## src/rtl/sseg_pkg.sv

```systemverilog
// Shared display-bus definitions: scan states, anode codes, blank segment pattern.
// Latency: n/a (constants and a pure decode function).
// Backpressure: n/a.
package sseg_pkg;

  typedef enum logic [1:0] {
    ST_HUNT   = 2'd0,
    ST_TRACK  = 2'd1,
    ST_LOCKED = 2'd2
  } state_e;

  // Active-low one-hot anode codes, shared with the display driver
  localparam logic [3:0] AN_D0    = 4'b1110;
  localparam logic [3:0] AN_D1    = 4'b1101;
  localparam logic [3:0] AN_D2    = 4'b1011;
  localparam logic [3:0] AN_D3    = 4'b0111;
  localparam logic [3:0] AN_BLANK = 4'b1111;

  localparam logic [6:0] SEG_BLANK = 7'h7F;

  typedef struct packed {
    logic       legal;   // one of the four digit codes
    logic       blank;   // all anodes off
    logic [1:0] digit;   // valid only when legal
  } an_dec_t;

  // Anything that is neither a digit code nor blank is illegal
  function automatic an_dec_t decode_an(input logic [3:0] an);
    an_dec_t d;
    d = '0;
    case (an)
      AN_D0:    begin d.legal = 1'b1; d.digit = 2'd0; end
      AN_D1:    begin d.legal = 1'b1; d.digit = 2'd1; end
      AN_D2:    begin d.legal = 1'b1; d.digit = 2'd2; end
      AN_D3:    begin d.legal = 1'b1; d.digit = 2'd3; end
      AN_BLANK: d.blank = 1'b1;
      default:  d = '0;
    endcase
    return d;
  endfunction

endpackage

```

## src/rtl/sseg_scan_decoder_if.sv

```systemverilog
// Multiplexed display bus plus the rebuilt-frame outputs of the scan decoder.
// Latency: n/a (wiring only).
// Backpressure: none; the display bus is a free-running broadcast.
interface sseg_scan_decoder_if;
  logic [3:0] an;
  logic [6:0] sseg;
  logic       decimal;
  logic [6:0] out0;
  logic [6:0] out1;
  logic [6:0] out2;
  logic [6:0] out3;
  logic [3:0] dp;
  logic       frame_valid;
  logic       locked;
  logic       scan_error;

  // Driver / bench side: drives the display bus, observes the captured frame
  modport master (
    output an, sseg, decimal,
    input  out0, out1, out2, out3, dp, frame_valid, locked, scan_error
  );

  // Decoder side
  modport slave (
    input  an, sseg, decimal,
    output out0, out1, out2, out3, dp, frame_valid, locked, scan_error
  );
endinterface

```

## src/rtl/sseg_settle_counter.sv

```systemverilog
// Anode stability counter; emits one capture strobe per anode episode.
// Latency: strobe is combinational, SETTLE_CYCLES cycles into a stable an_q episode.
// Backpressure: none; observes every cycle.
module sseg_settle_counter
  import sseg_pkg::*;
#(
  parameter int SETTLE_CYCLES = 1
) (
  input  logic       clk,
  input  logic       reset_n,
  input  logic [3:0] an_q,
  input  logic       digit_ok,
  output logic       capture,
  output logic       an_changed
);

  logic [3:0] an_prev;
  logic [4:0] cnt;
  logic [4:0] cnt_next;

  assign an_changed = (an_q != an_prev);

  // Restart at 1 on a new anode value, else count up and stick at the top.
  // The ceiling is above any legal SETTLE_CYCLES so the match happens only once.
  always_comb begin
    cnt_next = cnt;
    if (an_changed)
      cnt_next = 5'd1;
    else if (cnt != 5'h1F)
      cnt_next = cnt + 5'd1;
  end

  assign capture = digit_ok && (cnt_next == 5'(SETTLE_CYCLES));

  // Track previous anode value and the running episode length
  always_ff @(posedge clk or negedge reset_n) begin
    if (!reset_n) begin
      an_prev <= AN_BLANK;
      cnt     <= 5'd0;
    end else begin
      an_prev <= an_q;
      cnt     <= cnt_next;
    end
  end

endmodule

```

## src/rtl/sseg_scan_decoder.sv

```systemverilog
// Rebuilds four digit patterns from a multiplexed 7-seg bus and checks 0..3 scan order.
// Latency: capture 1+SETTLE_CYCLES edges after an changes; frame on the digit3 capture edge.
// Backpressure: none; frame_valid/scan_error are single-cycle pulses.
module sseg_scan_decoder
  import sseg_pkg::*;
#(
  parameter int SETTLE_CYCLES = 1,
  parameter int TIMEOUT       = 16
) (
  input logic             clk,
  input logic             reset_n,
  sseg_scan_decoder_if.slave bus
);

  localparam logic [1:0] HUNT   = ST_HUNT;
  localparam logic [1:0] TRACK  = ST_TRACK;
  localparam logic [1:0] LOCKED = ST_LOCKED;

  logic [3:0]      an_q;
  logic [6:0]      seg_q;
  logic            dp_q;
  an_dec_t         an_dec;
  logic            capture;
  logic            an_changed;
  logic            illegal_entry;
  logic [1:0]      state;
  logic [1:0]      exp_dig;
  logic [7:0]      to_cnt;
  logic [3:0][6:0] stg_seg;
  logic [3:0]      stg_dp;
  logic [6:0]      out0_q, out1_q, out2_q, out3_q;
  logic [3:0]      dp_out_q;
  logic            frame_valid_q;
  logic            scan_error_q;

  // Register the raw bus once; all decisions use these copies
  always_ff @(posedge clk or negedge reset_n) begin
    if (!reset_n) begin
      an_q  <= AN_BLANK;
      seg_q <= SEG_BLANK;
      dp_q  <= 1'b1;
    end else begin
      an_q  <= bus.an;
      seg_q <= bus.sseg;
      dp_q  <= bus.decimal;
    end
  end

  assign an_dec = decode_an(an_q);

  sseg_settle_counter #(.SETTLE_CYCLES(SETTLE_CYCLES)) u_settle (
    .clk        (clk),
    .reset_n    (reset_n),
    .an_q       (an_q),
    .digit_ok   (an_dec.legal),
    .capture    (capture),
    .an_changed (an_changed)
  );

  // An illegal code reports once, on the cycle it first appears
  assign illegal_entry = an_changed && !an_dec.legal && !an_dec.blank;

  // Stage every captured digit, whatever the scan state
  always_ff @(posedge clk or negedge reset_n) begin
    if (!reset_n) begin
      stg_seg <= {4{SEG_BLANK}};
      stg_dp  <= 4'hF;
    end else if (capture) begin
      stg_seg[an_dec.digit] <= seg_q;
      stg_dp[an_dec.digit]  <= dp_q;
    end
  end

  // Scan-order FSM, timeout watchdog and frame publication
  always_ff @(posedge clk or negedge reset_n) begin
    if (!reset_n) begin
      state         <= HUNT;
      exp_dig       <= 2'd0;
      to_cnt        <= 8'd0;
      out0_q        <= SEG_BLANK;
      out1_q        <= SEG_BLANK;
      out2_q        <= SEG_BLANK;
      out3_q        <= SEG_BLANK;
      dp_out_q      <= 4'hF;
      frame_valid_q <= 1'b0;
      scan_error_q  <= 1'b0;
    end else begin
      frame_valid_q <= 1'b0;
      scan_error_q  <= 1'b0;
      if (illegal_entry) begin
        // Also absorbs a coincident timeout: still a single pulse
        scan_error_q <= 1'b1;
        state        <= HUNT;
        exp_dig      <= 2'd0;
        to_cnt       <= 8'd0;
      end else if (capture) begin
        to_cnt <= 8'd0;
        case (state)
          HUNT: begin
            if (an_dec.digit == 2'd0) begin
              state   <= TRACK;
              exp_dig <= 2'd1;
            end
          end
          default: begin
            if (an_dec.digit == exp_dig) begin
              exp_dig <= exp_dig + 2'd1;
              if (an_dec.digit == 2'd3) begin
                // Digit3 comes straight from the sample, not from staging
                out0_q        <= stg_seg[0];
                out1_q        <= stg_seg[1];
                out2_q        <= stg_seg[2];
                out3_q        <= seg_q;
                dp_out_q      <= {dp_q, stg_dp[2:0]};
                frame_valid_q <= 1'b1;
                state         <= LOCKED;
              end
            end else if (an_dec.digit == 2'd0) begin
              // Out-of-order digit0 still marks a scan start
              scan_error_q <= 1'b1;
              state        <= TRACK;
              exp_dig      <= 2'd1;
            end else begin
              scan_error_q <= 1'b1;
              state        <= HUNT;
              exp_dig      <= 2'd0;
            end
          end
        endcase
      end else if (state != HUNT) begin
        if (to_cnt + 8'd1 == 8'(TIMEOUT)) begin
          scan_error_q <= 1'b1;
          state        <= HUNT;
          exp_dig      <= 2'd0;
          to_cnt       <= 8'd0;
        end else begin
          to_cnt <= to_cnt + 8'd1;
        end
      end else begin
        to_cnt <= 8'd0;
      end
    end
  end

  assign bus.out0        = out0_q;
  assign bus.out1        = out1_q;
  assign bus.out2        = out2_q;
  assign bus.out3        = out3_q;
  assign bus.dp          = dp_out_q;
  assign bus.frame_valid = frame_valid_q;
  assign bus.scan_error  = scan_error_q;
  assign bus.locked      = (state == LOCKED);

endmodule

```

## src/flat_wrapper.sv

```systemverilog
// flat-port wrapper written by rule: the top's interface ports become plain ports
module sseg_scan_decoder_flat import sseg_pkg::*;
#(
  parameter int SETTLE_CYCLES = 1,
  parameter int TIMEOUT       = 16
)
  (clk, reset_n, bus_an, bus_sseg, bus_decimal, bus_out0, bus_out1, bus_out2, bus_out3, bus_dp, bus_frame_valid, bus_locked, bus_scan_error);
  sseg_scan_decoder_if bus_i ();
  input logic clk;
  input logic reset_n;
  input wire logic [$bits(bus_i.an)-1:0] bus_an;
  input wire logic [$bits(bus_i.sseg)-1:0] bus_sseg;
  input wire logic [$bits(bus_i.decimal)-1:0] bus_decimal;
  output wire logic [$bits(bus_i.out0)-1:0] bus_out0;
  output wire logic [$bits(bus_i.out1)-1:0] bus_out1;
  output wire logic [$bits(bus_i.out2)-1:0] bus_out2;
  output wire logic [$bits(bus_i.out3)-1:0] bus_out3;
  output wire logic [$bits(bus_i.dp)-1:0] bus_dp;
  output wire logic [$bits(bus_i.frame_valid)-1:0] bus_frame_valid;
  output wire logic [$bits(bus_i.locked)-1:0] bus_locked;
  output wire logic [$bits(bus_i.scan_error)-1:0] bus_scan_error;
  assign bus_i.an = bus_an;
  assign bus_i.sseg = bus_sseg;
  assign bus_i.decimal = bus_decimal;
  assign bus_out0 = bus_i.out0;
  assign bus_out1 = bus_i.out1;
  assign bus_out2 = bus_i.out2;
  assign bus_out3 = bus_i.out3;
  assign bus_dp = bus_i.dp;
  assign bus_frame_valid = bus_i.frame_valid;
  assign bus_locked = bus_i.locked;
  assign bus_scan_error = bus_i.scan_error;
  sseg_scan_decoder #(.SETTLE_CYCLES(SETTLE_CYCLES), .TIMEOUT(TIMEOUT)) u_core (.clk(clk), .reset_n(reset_n), .bus(bus_i));
endmodule
```

## config.mk

```make
export PLATFORM = sky130hd
export DESIGN_NAME = sseg_scan_decoder_flat
export DESIGN_NICKNAME = d
export VERILOG_FILES = /design/src/rtl/sseg_pkg.sv /design/src/rtl/sseg_scan_decoder_if.sv /design/src/rtl/sseg_settle_counter.sv /design/src/rtl/sseg_scan_decoder.sv /design/src/flat_wrapper.sv
export SDC_FILE = /design/constraint.sdc
export NUM_CORES = 1
export LEC_CHECK = 0
export CORE_ASPECT_RATIO = 0.8
export CORE_MARGIN = 4
export CORE_UTILIZATION = 40
export DETAILED_ROUTE_END_ITERATION = 8
export GPL_TIMING_DRIVEN = 0
export HOLD_SLACK_MARGIN = 0.12
export MAX_ROUTING_LAYER = met4
export SLEW_MARGIN = 20
export SYNTH_ARGS = -nofsm -noshare
export SYNTH_HDL_FRONTEND = slang
export SYNTH_HIERARCHICAL = 1
export SYNTH_SLANG_ARGS = --single-unit
```

## constraint.sdc

```tcl
create_clock -name clk -period 4.43 [get_ports clk]
set_clock_uncertainty 0.2 [all_clocks]
set_input_delay 0.443 -clock clk [delete_from_list [all_inputs] [get_ports clk]]
set_output_delay 0.443 -clock clk [all_outputs]
set_load 0.02 [all_outputs]
```

### Yosys cells after proc, flatten, opt, wreduce, memory -nomap -nowiden

Index checks and enable logic that the tools add are counted.

| operators by class | value |
|---|---|
| $add $sub $neg | 3 |
| $lt $le $gt $ge | 2 |
| eq/ne operators | 14 |
| mux-type cells | 39 |
| bitwise logic cells | 2 |
| reduce and logical (&&, ||, !) cells | 15 |

Operator list:

| operator | count |
|---|---|
| $mux W8 | 4 |
| $bwmux W28 | 1 |
| $mux W2 | 12 |
| $eq A4 B4 Y1 const B | 4 |
| $mux W1 | 15 |
| $demux W7 S2 | 1 |
| $mux W5 | 2 |
| $ne A5 B5 Y1 const B | 2 |
| $add A8 B1 Y8 const B | 1 |
| $eq A8 B5 Y1 const B | 1 |
| $mux W7 | 1 |
| $pmux W2 S3 | 1 |
| $reduce_bool A3 Y1 | 2 |
| $add A5 B1 Y5 const B | 1 |
| $eq A5 B1 Y1 const B | 1 |
| $reduce_and A5 Y1 | 1 |
| $bwmux W4 | 1 |
| $eq A2 B2 Y1 const B | 2 |
| $eq A4 B3 Y1 const B | 1 |
| $logic_and A1 B1 Y1 | 4 |
| $logic_not A2 Y1 | 2 |
| $ne A4 B4 Y1 | 1 |
| $ne A4 B4 Y1 const B | 1 |
| $reduce_and A4 Y1 | 1 |
| other kinds (10) | 12 |

| word-level totals | value |
|---|---|
| flip-flop bits (word level) | 99 |
| bits of input ports | 14 |
| logic and storage cells | 95 |

### Logic depth before layout (Yosys ltp)

Gate-level depths: netlist (run 1).

| depth | value |
|---|---|
| depth in word-level cells | 8 |
| gate-level depth with buffers | 10 |
| gate-level depth less buffers | 8 |

### Modules after synthesis

Netlist (run 1), hierarchy kept.

Modules (own cells, without submodules):

| module | instances | cells an instance | area an instance (µm²) | seq. area each (µm²) |
|---|---|---|---|---|
| sseg_scan_decoder | 1 | 225 | 3343.2 | 2137.0 |
| sseg_settle_counter | 1 | 33 | 395.4 | 230.2 |

### Least setup slack after synthesis (run 1)

No wires, ideal clock.

| path | value |
|---|---|
| path kind | register to register |
| from | reg u_core.an_q[2] |
| to | reg u_core.dp_out_q[2] (netlist: u_core/bus.dp[2]) |
| library setup time | 85 ps |
| arrival time | 2669 ps |
| data required time | 4145 ps |
| slack | 1476 ps |
| stages on the path, launching flop included | 11 |
| buffers on the path | 3 |
| clock period less this slack | 2954 ps |
| cells stage by stage | dfstp_2 -> buf_2 -> o21ai_2 -> nor3_1 -> o21bai_1 -> o21a_1 -> clkbuf_1 -> nand2_1 -> nor4_4 -> buf_6 -> mux2_1 |

RTL lines:

| element | RTL line | text |
|---|---|---|
| start: declaration | sseg_scan_decoder.sv:19 | `logic [3:0] an_q;` |
| start signal: assignment | sseg_scan_decoder.sv:43 | `an_q <= bus.an;` |
| end signal: assignment | sseg_scan_decoder.sv:114 | `dp_out_q <= {dp_q, stg_dp[2:0]};` |
| end: declaration | sseg_scan_decoder.sv:32 | `logic [3:0] dp_out_q;` |

==> flow_summary.toml, run 1 <==
[yosys]
ys_types = 46
ys_ff_latch = 91
synth_nets = 274
synth_seq_area_share = 0.633
netlist_instances = 258
synthDominantCellAreaShare = 0.506
synth_edf_count = 0
yosys_most_used_dff = "dfstp_2"
yosysWarnings = 6
yosysTopAreaCell = "dfstp_2"
avgSynthCellArea_um2 = 14.5
async_flop_share = 1.00
syn_area_mm2 = 0.00374
synth_area_leaders = "dfstp_2, dfrtp_1, mux2_1, mux2_2, xnor2_1"

[route]
route.antenna.remaining_nets = 0
avgRoutedWirePerCell_um = 15.2
drtIter0Drc = 64
vias = 2182
dr.pass1.iters = 4
vias_per_cell = 4.96
finalWirelength_mm = 6.67
drcViolationCount = 0

[worst_setup_path]
crit_fanout = 10
rrSetupSlack_ns = 0.98
endpoint_kind = "register"
crit_path_start_kind = "register"
max_stage_delay_ns = 0.55
crit_buf_inv = 3
critPathArrivalTime_ns = 3.51
critPathTopFamily = "simple AND/OR/NAND/NOR gates"
path_cells = "buf_2 -> o21ai_2 -> nor3_1 -> o21bai_1 -> o21a_1 -> clkbuf_1 -> nand2_1 -> nor4_4 -> buf_6 -> mux2_1"
crit_type = "register to register"
cp_slowest_cell = "dfstp_2"
worstPathRequired_ns = 4.49

[sta]
relSlewSlack = 0.338
setup_violations = 0
fmax_mhz = 290
rsz0062_at_grt = "false"
min_period_ns = 3.45
timing.final.hold_violations = 0
finalCritPeriodShare = 0.779
finalMaxSlewViolations = 0
timing_worst_slew_pin_value_ns = 0.987

[global_route]
grt_pass1_wl_mm = 11.2
grt.overflow.total = 0
antenna_found_initial = 0
grt_max_degree = 48
grt_pass1_vias = 2228
grt.total_usage = 0.140

[clock_network]
clock_latency_ns = 0.34
cts_sinks = 91
cts_buffer_depth = 2
cts_setup_buffers = 0
clkTransAtPathRegs_ns = 0.06
numCtsBuffers = 9
cts_max_level = 3
cts_root_buffer = "clkbuf_16"
cts_tree = "yes"

[place]
dp_cells = 423
dpl_cell_area_mm2 = 0.00440
routabilityCongestion = 0.774
place.detailed.hpwl_mm = 4.47
portBuffers = 48

[worst_hold_path]
hold_path_class = "register to register"

[die]
die_w_um = 116
die_area_mm2 = 0.0110
io_pins = 49
rows = 31
coreArea_mm2 = 0.00908
fp.dieH_um = 94.5
initial_utilization = 0.412

[layout]
n_fill_cell = 805
final_cell_count_no_fill = 440
fin_area_mm2 = 0.00471
nets = 336
num_antenna_cells = 0
syn_to_final_growth_pct = 26.1
drive_above_1_share = 0.388

[status]
status = "finished clean"

[power_and_ir_drop]
leakage_nw = 1.92
total_power_mw = 1.91
p_per_area_mw_per_mm2 = 405
vdd_ir_drop_max_mv = 0.226

[run]
drv_cap = 0
## state kept, by name, summed over array words and instances (netlist names), 2 cells and up
register	flops
u_core/u_settle/cnt	5
u_core/stg_dp	3
u_core/an_q	4
u_core/stg_seg	21
u_core/to_cnt	8
u_core/bus.out2	7
u_core/bus.out0	7
u_core/seg_q	7
u_core/bus.dp	4
u_core/bus.out1	7
u_core/state	2
u_core/bus.out3	7
u_core/exp_dig	2
u_core/u_settle/an_prev	4
## worst register-to-register path: stages, from the launching register on
cell and delay, ns:
dfstp_2 0.55, buf_2 0.23, o21ai_2 0.10, nor3_1 0.34
o21bai_1 0.17, o21a_1 0.13, clkbuf_1 0.31, nand2_1 0.26
nor4_4 0.51, buf_6 0.24, mux2_1 0.34
## metrics by stage
step / setup TNS, ns / setup slack, ns / util / hold slack (ns)
after floorplan: 0 / 1.48 / - / -0.0526
after global placement: -9.93 / -0.527 / 0.481 / 0.176
after detailed placement: 0 / 1.00 / 0.485 / 0.177
after CTS: 0 / 0.975 / 0.519 / 0.192
after global routing: 0 / 0.703 / 0.519 / 0.201
final: 0 / 0.981 / 0.519 / 0.190
## layer usage
layer	wire length [um]	vias up	GRT usage
met5	0	-	-
met4	123	0	0.0580
met3	409	10	0.0538
met2	2910	49	0.200
met1	3230	1073	0.177
li1	-	1050	-
## layout make-up
cell class / count / area, um^2 / share of cell area
sequential: 91 / 2370 / 0.502
multi-input combinational: 157 / 1310 / 0.279
timing repair buffer: 51 / 523 / 0.111
clock buffer: 12 / 246 / 0.0523
tap: 115 / 144 / 0.0305
clock inverter: 4 / 56.3 / 0.0119
buffer: 8 / 55.1 / 0.0117
inverter: 2 / 7.51 / 0.00159
## power breakdown
group,switching [mW],internal (mW)
combinational,0.0721,0.0833
sequential,0.0368,0.948
clock,0.311,0.459
## cells in the final DEF (no fill, tap or decap), drive strengths merged, types with 3 or more instances in the layout
| cell | netlist | layout |
|---|---|---|
| nand3 | 8 | 8 |
| nor4 | 3 | 3 |
| clkbuf | 3 | 15 |
| nor3b | 3 | 3 |
| dfrtp | 19 | 19 |
| xor2 | 5 | 5 |
| nand2 | 8 | 8 |
| dfstp | 72 | 72 |
| buf | 5 | 8 |
| inv | 2 | 5 |
| clkdlybuf4s50 | 0 | 47 |
| xnor2 | 7 | 7 |
| nand2b | 3 | 3 |
| mux2 | 56 | 56 |
| and3 | 5 | 5 |
| nor3 | 4 | 4 |
| nor2 | 14 | 14 |
| a21oi | 5 | 5 |
## cell families after synthesis
group,count (synthesis),synth area share
flip-flops,91,0.633
AND/OR/NAND/NOR,62,0.0934
adder cells (fa/ha/maj),2,0.00669
buffers and inverters,10,0.0167
AO/OA/AOI/OAI,24,0.0505
multiplexers,57,0.171
XOR/XNOR,12,0.0281
## Yosys cell counts (3+ instances only)
master    number
a21oi_1        4
and3_1         5
buf_6          3
clkbuf_1       3
dfrtp_1       19
dfstp_2       72
mux2_1        32
mux2_2        24
nand2_1        8
nand2b_1       3
nand3_1        8
nor2_1        14
nor3_1         4
nor3b_1        3
xnor2_1        7
xor2_1         5
## what timing repair did
item	in CTS	in global routing
hold endpoints to repair	2	0
hold buffers	1	0
resized for setup	0	0
## path summary, 6_finish.rpt
path	start	cells past startpoint	end
worst max-delay path	u_core/an_q[2]	10	u_core/bus.out3[6]
worst min-delay path	u_core/an_q[2]	0	u_core/u_settle/an_prev[2]
worst max register to register	u_core/an_q[2]	10	u_core/bus.out3[6]
worst min register to register	u_core/an_q[2]	0	u_core/u_settle/an_prev[2]
max in group asynchronous	reset_n	3	u_core/bus.out3[4]
min in group asynchronous	reset_n	2	u_core/u_settle/cnt[0]
(Power assumes the default switching activity.)
==> run 2: changes to the inputs <==
==> constraint.sdc (replaced) <==
create_clock -name clk -period 3.04 [get_ports clk]
set_clock_uncertainty 0.2 [all_clocks]
set_input_delay 0.304 -clock clk [delete_from_list [all_inputs] [get_ports clk]]
set_output_delay 0.304 -clock clk [all_outputs]
set_load 0.02 [all_outputs]
==> flow_summary.toml, run 2 (synthesized netlist as in run 1, its figures left out) <==
[clock_network]
numCtsBuffers = 9
cts_sinks = 91
cts_max_level = 3
clock_latency_ns = 0.34
cts_root_buffer = "clkbuf_16"
cts_buffer_depth = 2
clkTransAtPathRegs_ns = 0.07
cts_tree = "yes"

[worst_setup_path]
timing.rr.end = "u_core/stg_seg[13]"
crit_type = "register to register"
ff2ff_path_depth = 8
critPathArrivalTime_ns = 2.92
rrSetupSlack_ns = 0.18
path_cells = "buf_2 -> o21ai_2 -> nor3_2 -> o21bai_1 -> o21a_2 -> and3_1 -> clkbuf_1 -> mux2_2"
cp_slowest_cell = "dfstp_2"
crit_path_start_kind = "register"
crit_fanout = 10
worstPathRequired_ns = 3.11
r2r_start = "u_core/an_q[2]"
max_stage_delay_ns = 0.55
endpoint_kind = "register"

[sta]
relSlewSlack = 0.345
finalMaxSlewViolations = 0
fmax_mhz = 350
setup_violations = 0
timing.final.hold_violations = 0
timing_worst_slew_pin_value_ns = 0.976
finalCritPeriodShare = 0.941
min_period_ns = 2.86
rsz0062_at_grt = "false"

[route]
avgRoutedWirePerCell_um = 15.2
finalWirelength_mm = 6.73
drcViolationCount = 0
route.antenna.remaining_nets = 0
drtIter0Drc = 79
vias = 2190
dr.pass1.iters = 5
vias_per_cell = 4.94

[place]
routabilityCongestion = 0.774
portBuffers = 48
place.detailed.hpwl_mm = 4.47

[run]
drv_cap = 0

[status]
status = "finished clean"

[die]
die_w_um = 116
die_area_mm2 = 0.0110
rows = 31
coreArea_mm2 = 0.00908
io_pins = 49
fp.dieH_um = 94.5
initial_utilization = 0.412

[worst_hold_path]
min-delay-start = "bus_sseg[1]"
hold_path_class = "primary input to register"
holdPathEnd = "u_core/seg_q[1]"
hold_depth = 1

[layout]
n_fill_cell = 805
largest_reg_flops = 21
drive_above_1_share = 0.405
final_util = 0.523
syn_to_final_growth_pct = 27.0
largest-register = "u_core/stg_seg"
layout_commonest_cell = "dfstp_2"
mostFrequentLayoutCells = "dfstp_2, clkdlybuf4s50_1, mux2_1"
num_antenna_cells = 0
nets = 339
top_regs = "u_core/stg_seg: 21 flops, u_core/to_cnt: 8 flops"

[global_route]
antenna_found_initial = 0
grt_max_degree = 48
grt.overflow.total = 0
grt.total_usage = 0.140
grt_pass1_wl_mm = 11.2
grt_pass1_vias = 2233

[power_and_ir_drop]
p_per_area_mw_per_mm2 = 587
total_power_mw = 2.79
vdd_ir_drop_max_mv = 0.329
leakage_nw = 1.95
[run 2: changes by cell type in the layout (fill, tap and decap cells not counted)]
cell and change:
nand2_1 -1, clkbuf_1 -1, nor3_1 -1, buf_4 +4, o21a_2 +1, nor3_2 +1
o21a_1 -1, nand2_2 +1
[run 2: report_power, final]
part	leakage, nW	switching, mW	internal (mW)
Sequential	1.01	0.0535	1.38
Combinational	0.791	0.107	0.125
Clock	0.148	0.453	0.669
Total	1.95	0.613	2.18
[run 2: per-layer routing]
layer / global-route usage / vias up / share of wire
met5: - / - / 0
met4: 0.0580 / 0 / 0.018
met3: 0.0538 / 10 / 0.056
met2: 0.200 / 43 / 0.44
met1: 0.177 / 1080 / 0.49
li1: - / 1057 / -
[run 2: how the worst max path moves through the flow]
stage	from	to	slack, ns
finish	u_core/an_q[2]	u_core/stg_seg[13]	0.18
global route	u_core/an_q[2]	u_core/stg_seg[18]	0.01
CTS	u_core/an_q[2]	u_core/stg_seg[10]	0.06
detailed placement	u_core/an_q[2]	u_core/bus.out1[2]	-0.39
global placement	reset_n	u_core/to_cnt[0]	-1.78
floorplan	u_core/an_q[2]	u_core/bus.dp[2]	0.09
[run 2: per-stage QoR]
stage / cells / worst slack (ns) / hold WS (ns) / area [um^2] / setup TNS (ns)
global placement: 421 / -1.78 / 0.176 / 4360 / -104.08
CTS: 441 / 0.0648 / 0.153 / 4730 / 0
global route: 443 / 0.0137 / 0.142 / 4750 / 0
finish: 443 / 0.181 / 0.168 / 4750 / 0
detailed placement: 423 / -0.390 / 0.136 / 4400 / -13.33
floorplan: 258 / 0.0861 / -0.192 / 3740 / 0
[run 2: what timing repair did]
item,4_1_cts,5_1_grt
gates resized for setup,1,2
hold endpoints to repair,2,0
hold buffers,1,0
endpoints found under the setup margin,47,47
pin swaps,1,1
setup buffers,2,2
[run 2: layout make-up]
class                           instances  area (um^2)  area share
Multi-Input combinational cell        157         1320       0.279
Sequential cell                        91         2370       0.499
Clock inverter                          4         56.3      0.0119
Timing Repair Buffer                   55          553       0.116
Tap cell                              115          144      0.0303
Buffer                                  7         51.3      0.0108
Clock buffer                           12          246      0.0519
Inverter                                2         7.51     0.00158
[run 2: critical path: cells and delay by family, from the launching register on]
family | cells | cell delay, ns
buf+inv | 2 | 0.69
compound gates | 3 | 0.51
flops | 1 | 0.55
mux | 1 | 0.41
simple gates | 2 | 0.41
